File: src/rtl/fm_wm_pkg.sv
// Shared types for the FM*WM product-memory sequencer.
package fm_wm_pkg;

    typedef enum logic [1:0] {IDLE, FILL, SERVE} fm_wm_state_t;

    localparam int unsigned READ_ROW_WIDTH = 3;

endpackage

File: src/rtl/fm_wm_addr_counter.sv
// Row-major row/column wrap counter; last flags the final (ROWS-1, COLS-1) position.
module fm_wm_addr_counter #(
    parameter int unsigned ROWS      = 6,
    parameter int unsigned COLS      = 3,
    parameter int unsigned ROW_WIDTH = 3,
    parameter int unsigned COL_WIDTH = 2
) (
    input  logic                 clk,
    input  logic                 rst,
    input  logic                 inc,
    input  logic                 clr,
    output logic [ROW_WIDTH-1:0] row,
    output logic [COL_WIDTH-1:0] col,
    output logic                 last
);

    localparam logic [ROW_WIDTH-1:0] ROW_LAST = ROW_WIDTH'(ROWS - 1);
    localparam logic [COL_WIDTH-1:0] COL_LAST = COL_WIDTH'(COLS - 1);

    logic [ROW_WIDTH-1:0] row_q, row_d;
    logic [COL_WIDTH-1:0] col_q, col_d;
    logic                 col_last;

    assign col_last = (col_q == COL_LAST);
    assign last     = col_last && (row_q == ROW_LAST);
    assign row      = row_q;
    assign col      = col_q;

    always_comb begin
        row_d = row_q;
        col_d = col_q;
        if (clr) begin
            row_d = '0;
            col_d = '0;
        end else if (inc) begin
            if (col_last) begin
                col_d = '0;
                row_d = last ? '0 : row_q + 1'b1;
            end else begin
                col_d = col_q + 1'b1;
            end
        end
    end

    always_ff @(posedge clk or posedge rst) begin
        if (rst) begin
            row_q <= '0;
            col_q <= '0;
        end else begin
            row_q <= row_d;
            col_q <= col_d;
        end
    end

endmodule

File: src/rtl/fm_wm_mem_sequencer.sv
// FM*WM product memory sequencer: row-major FILL addressing, then SERVE row-read grants.
// Optional FM_WM_STALL_CNT_EN adds stall_cnt, counting FILL cycles without dp_valid.
module fm_wm_mem_sequencer
    import fm_wm_pkg::*;
#(
    parameter int unsigned FEATURE_ROWS   = 6,
    parameter int unsigned WEIGHT_COLS    = 3,
    parameter int unsigned DOT_PROD_WIDTH = 16,
    parameter int unsigned FEATURE_WIDTH  = $clog2(FEATURE_ROWS),
    parameter int unsigned WEIGHT_WIDTH   = $clog2(WEIGHT_COLS)
) (
    input  logic                      clk,
    input  logic                      rst,
    input  logic                      start,
    input  logic                      clear,
    input  logic                      dp_valid,
    input  logic [DOT_PROD_WIDTH-1:0] dp_data,
    output logic                      dp_ready,
    output logic                      mem_wr_en,
    output logic [FEATURE_WIDTH-1:0]  mem_write_row,
    output logic [WEIGHT_WIDTH-1:0]   mem_write_col,
    output logic [DOT_PROD_WIDTH-1:0] mem_wr_data,
    input  logic                      rd_req,
    input  logic [READ_ROW_WIDTH-1:0] rd_row,
    output logic                      rd_valid,
    output logic                      rd_err,
    output logic [READ_ROW_WIDTH-1:0] mem_read_row,
    output logic                      fill_done,
`ifdef FM_WM_STALL_CNT_EN
    output logic                      busy,
    output logic [15:0]               stall_cnt
`else
    output logic                      busy
`endif
);

    fm_wm_state_t state_q, state_d;
    logic         wr_fire;
    logic         wr_last;
    logic         rd_fire;
    logic         row_ok;

    // clear outranks a pending write in the same cycle
    assign wr_fire     = (state_q == FILL) && dp_valid && !clear;
    assign mem_wr_en   = wr_fire;
    assign mem_wr_data = wr_fire ? dp_data : '0;

    fm_wm_addr_counter #(
        .ROWS      (FEATURE_ROWS),
        .COLS      (WEIGHT_COLS),
        .ROW_WIDTH (FEATURE_WIDTH),
        .COL_WIDTH (WEIGHT_WIDTH)
    ) u_wr_addr (
        .clk  (clk),
        .rst  (rst),
        .inc  (wr_fire),
        .clr  (clear),
        .row  (mem_write_row),
        .col  (mem_write_col),
        .last (wr_last)
    );

    always_comb begin
        state_d   = state_q;
        dp_ready  = 1'b0;
        fill_done = 1'b0;
        busy      = 1'b1;
        unique case (state_q)
            IDLE: begin
                busy = 1'b0;
                if (start && !clear) state_d = FILL;
            end
            FILL: begin
                dp_ready = 1'b1;
                if (clear)                  state_d = IDLE;
                else if (wr_fire && wr_last) state_d = SERVE;
            end
            SERVE: begin
                fill_done = 1'b1;
                if (clear) state_d = IDLE;
            end
            default: state_d = IDLE;
        endcase
    end

    always_ff @(posedge clk or posedge rst) begin
        if (rst) state_q <= IDLE;
        else     state_q <= state_d;
    end

    assign rd_fire = (state_q == SERVE) && rd_req && !clear;
    assign row_ok  = (32'(rd_row) < FEATURE_ROWS);

    always_ff @(posedge clk or posedge rst) begin
        if (rst) begin
            rd_valid     <= 1'b0;
            rd_err       <= 1'b0;
            mem_read_row <= '0;
        end else begin
            rd_valid <= rd_fire && row_ok;
            rd_err   <= rd_fire && !row_ok;
            if (rd_fire && row_ok) mem_read_row <= rd_row;
        end
    end

`ifdef FM_WM_STALL_CNT_EN
    always_ff @(posedge clk or posedge rst) begin
        if (rst) begin
            stall_cnt <= '0;
        end else if (state_q == IDLE && start && !clear) begin
            stall_cnt <= '0;
        end else if (state_q == FILL && !dp_valid && stall_cnt != 16'hFFFF) begin
            stall_cnt <= stall_cnt + 16'd1;
        end
    end
`endif

endmodule

File: config.mk
export PLATFORM = sky130hd
export DESIGN_NAME = fm_wm_mem_sequencer
export DESIGN_NICKNAME = d
export VERILOG_FILES = /design/src/rtl/fm_wm_pkg.sv /design/src/rtl/fm_wm_addr_counter.sv /design/src/rtl/fm_wm_mem_sequencer.sv
export SDC_FILE = /design/constraint.sdc
export NUM_CORES = 1
export LEC_CHECK = 0
export ABC_AREA = 0
export BUFFER_PORTS_ARGS = -buffer_cell sky130_fd_sc_hd__buf_2
export CAP_MARGIN = 20
export CORE_MARGIN = 5
export CORE_UTILIZATION = 30
export CTS_BUF_LIST = sky130_fd_sc_hd__clkbuf_16
export CTS_CLUSTER_DIAMETER = 40
export DETAILED_ROUTE_END_ITERATION = 7
export GPL_TIMING_DRIVEN = 0
export PLACE_DENSITY = 0.65
export SYNTH_ARGS = -nofsm -noshare
export SYNTH_HDL_FRONTEND = slang
export SYNTH_HIERARCHICAL = 1
export SYNTH_SLANG_ARGS = --single-unit
File: constraint.sdc
create_clock -name clk -period 1.5 [get_ports clk]
set_input_delay 0.3 -clock clk [delete_from_list [all_inputs] [get_ports clk]]
set_output_delay 0.3 -clock clk [all_outputs]
set_load 0.005 [all_outputs]
==> impl_metrics.py <==
metrics = {
    "setup_path": {
        "path_class": "register to primary output",
        "critPathCaptureType": "primary output",
        "crit_path_max_fanout": 7,
        "cp.required_ns": 1.20,
        "crit_chain": "nor2_1 -> and3_1 -> buf_6 -> buf_4 -> and2_1 -> buf_2",
        "cp-startpoint": "state_q[1]",
        "critPathSlowestCell": "dfrtp_1",
        "r2r_slack_ns": -0.04,
        "start_kind": "register",
        "critical-path-top-delay-family": "simple AND/OR/NAND/NOR gates",
        "crit_buf_inv": 3,
        "timing.rr.start": "state_q[1]",
        "cp_slowest_stage_delay_ns": 0.37,
        "worstPathArrival_ns": 1.34,
    },
    "cts": {
        "root_buffer": "clkbuf_16",
        "cts_tree": "built",
        "cts_made_buffers": 3,
        "cts_buffer_depth": 2,
        "htree_levels": 1,
        "path_clk_slew_ns": 0.04,
        "clock_latency_ns": 0.23,
        "cts.sinks": 12,
    },
    "global_routing": {
        "grt_pass1_vias": 728,
        "gr-total-overflow": 0,
        "grt_max_degree": 15,
        "antenna_found_initial": 0,
        "grt_pass1_wl_um": 2780,
        "grt_usage_pct": 10.1,
    },
    "synth": {
        "ys_types": 27,
        "ys_seq_area_share_pct": 40.5,
        "avgSynthCellArea_um2": 10.5,
        "synth_largest_area_cell": "dfrtp_1",
        "synth_top_cell_area_share_pct": 40.5,
        "syn-num-nets": 98,
        "synth_area_um2": 742,
        "ys_warn_count": 6,
        "synth_cells": 71,
        "synthTopCellsByArea": "dfrtp_1 (40%), and2_4 (11%), and2_1 (5.9%)",
        "ys_seq_elements": 12,
    },
    "worst_hold_path": {
        "min_from": "dp_valid",
        "worstHoldPathType": "input pin to register",
    },
    "final_layout": {
        "post_route_cells_drive_above_1_share_pct": 59.4,
        "multi_input_area_um2": 408,
        "fin_nets": 161,
        "n_antenna_cell": 0,
        "fin_area_um2": 1230,
        "instances_no_fill": 163,
        "syn2layout_area_growth_pct": 65.3,
        "fin_util_pct": 50.9,
        "regArea_um2": 300,
        "nFillCells": 235,
    },
    "drt": {
        "drt_first_pass_iters": 3,
        "wl_um": 1850,
        "via_count": 711,
        "detail-route-antenna-nets": 0,
        "avgViaCountPerCell": 4.36,
        "drtIter0Drc": 5,
        "wl_per_cell_um": 11.3,
        "post-route-drc-count": 0,
    },
    "die": {
        "ios": 55,
        "fp.dieH_um": 59.7,
        "dieArea_um2": 3570,
        "num_rows": 18,
        "coreArea_um2": 2410,
        "fp.dieW_um": 59.7,
        "start_util_pct": 30.8,
    },
    "power": {
        "irDropWorstVdd_v": 0.000595,
        "powerDensity_nw_per_um2": 751,
        "leakagePower_uw": 0.000710,
    },
    "place": {
        "numPortBuffers": 54,
        "gp_congestion": 0.742,
        "place.detailed.hpwl_um": 1470,
        "postPlaceCellArea_um2": 1050,
        "dp_cells": 155,
    },
    "run_status": {
        "violations": "negative setup slack",
        "outcome": "finished, violations left",
    },
    "timing": {
        "hold_viol": 0,
        "fin_hold_ws_ns": 0.279,
        "relSlewSlack_pct": 82.9,
        "tightest_slew_ns": 0.257,
        "fin_crit_sh_pct": 109,
        "post-route-min-period_ns": 1.64,
        "clock-skew-final_ns": 0.00192,
        "worst_slack_ns": -0.141,
        "drv_slew": 0,
        "setup_viol": 18,
        "fmax_mhz": 609,
        "rsz0062_at_grt": "true",
    },
    "run": {
        "maxCapViolCount": 0,
    },
}
## routing by layer
| metal | track usage (%) | up-vias | part of all wire [%] |
|---|---|---|---|
| met2 | 20.2 | 33 | 51 |
| li1 | - | 361 | - |
| met3 | 2.81 | 0 | 12 |
| met4 | 1.90 | 0 | 0 |
| met5 | 0 | - | 0 |
| met1 | 10.1 | 317 | 37 |
## timing repair
item,in CTS,in global routing
endpoints found under the hold margin,5,0
endpoints found under the setup margin,19,20
hold buffers,1,0
resized for setup,9,1
buffers inserted,3,0
pin swaps,0,1
## synthesized netlist by cell type
cell type  number
and4b_1         1
mux2_2          2
buf_6           2
a31oi_1         1
a211o_2         1
o22a_1          2
o21ba_2         1
nand3_1         1
inv_1           3
nor2b_1         1
and2_1          7
xor2_1          1
a21oi_1         2
or2_2           1
ha_1            2
a21oi_2         1
dfrtp_1        12
nand4bb_4       1
o21ai_0         2
and3_1          1
and2_4          9
or3b_1          1
nand2_1         3
nor2_1         10
nand3b_4        1
mux2i_1         1
and2b_1         1
## kinds of logic after synthesis
kind of cell / count (synthesis) / synth area share [%]
and+or+nand+nor: 38 / 36.3
DFF: 12 / 40.5
AOI/OAI and AO/OA: 10 / 9.78
buffers and inverters: 5 / 4.55
muxes: 3 / 4.38
adders and majority gates: 2 / 3.37
xor gates and xnor gates: 1 / 1.18
## where the power goes
| group | total [µW] | leakage [µW] | switching [µW] | internal, µW |
|---|---|---|---|---|
| Combinational | 112 | 0.000505 | 44.4 | 67.3 |
| Sequential | 331 | 0.000166 | 2.68 | 328 |
| Clock | 478 | 0.0000385 | 128 | 350 |
## final cells by class
type                    count  area share (%)
multi-input cells          54            33.3
repair buffers             58            29.3
flip-flops and latches     12            24.5
clock buffers               3            6.12
well taps                  30            3.06
plain buffers               2            2.55
inverters                   3           0.918
clock inverters             1           0.306
## stage by stage
step	total power, µW	setup slack (ns)	setup TNS, ns
final	920	-0.141	-2.13
after global routing	969	-0.205	-3.48
after CTS	924	-0.158	-2.40
after detailed placement	435	-0.198	-0.963
after global placement	433	-0.182	-0.788
after floorplan	378	-0.0459	-0.0459
## sequential cells by signal (all words and copies together) (netlist names)
signal,count
mem_read_row,3
rd_valid,1
state_q,2
rd_err,1
u_wr_addr/col,2
u_wr_addr/row,3
## final timing paths
kind                                     to  cells past startpoint
max                          mem_wr_data[9]                      6
min                              state_q[0]                      2
max reg2reg                u_wr_addr/row[2]                      7
min reg2reg                 mem_read_row[2]                      1
max in group asynchronous            rd_err                      3
min in group asynchronous  u_wr_addr/row[2]                      3
## cells in the final DEF, fill, tap and decap left out
cell type	n
nand4bb_4	1
o22a_1	2
buf_6	10
o21ba_2	1
nor2_1	10
o21ai_0	2
a211o_2	1
and4b_1	1
buf_4	3
or2_2	1
buf_2	45
nand3b_4	1
and2_4	9
dlygate4sd3_1	1
mux2i_1	1
buf_12	1
a21oi_2	1
clkbuf_16	3
nand3_1	1
nor2b_1	1
and3_1	1
or3b_1	1
clkinv_1	1
a21oi_1	2
and2b_1	1
and2_1	7
ha_1	2
xor2_1	1
a31oi_1	1
dfrtp_1	12
mux2_2	2
inv_1	3
nand2_1	3
No activity file was read; power rests on OpenSTA's default activity.
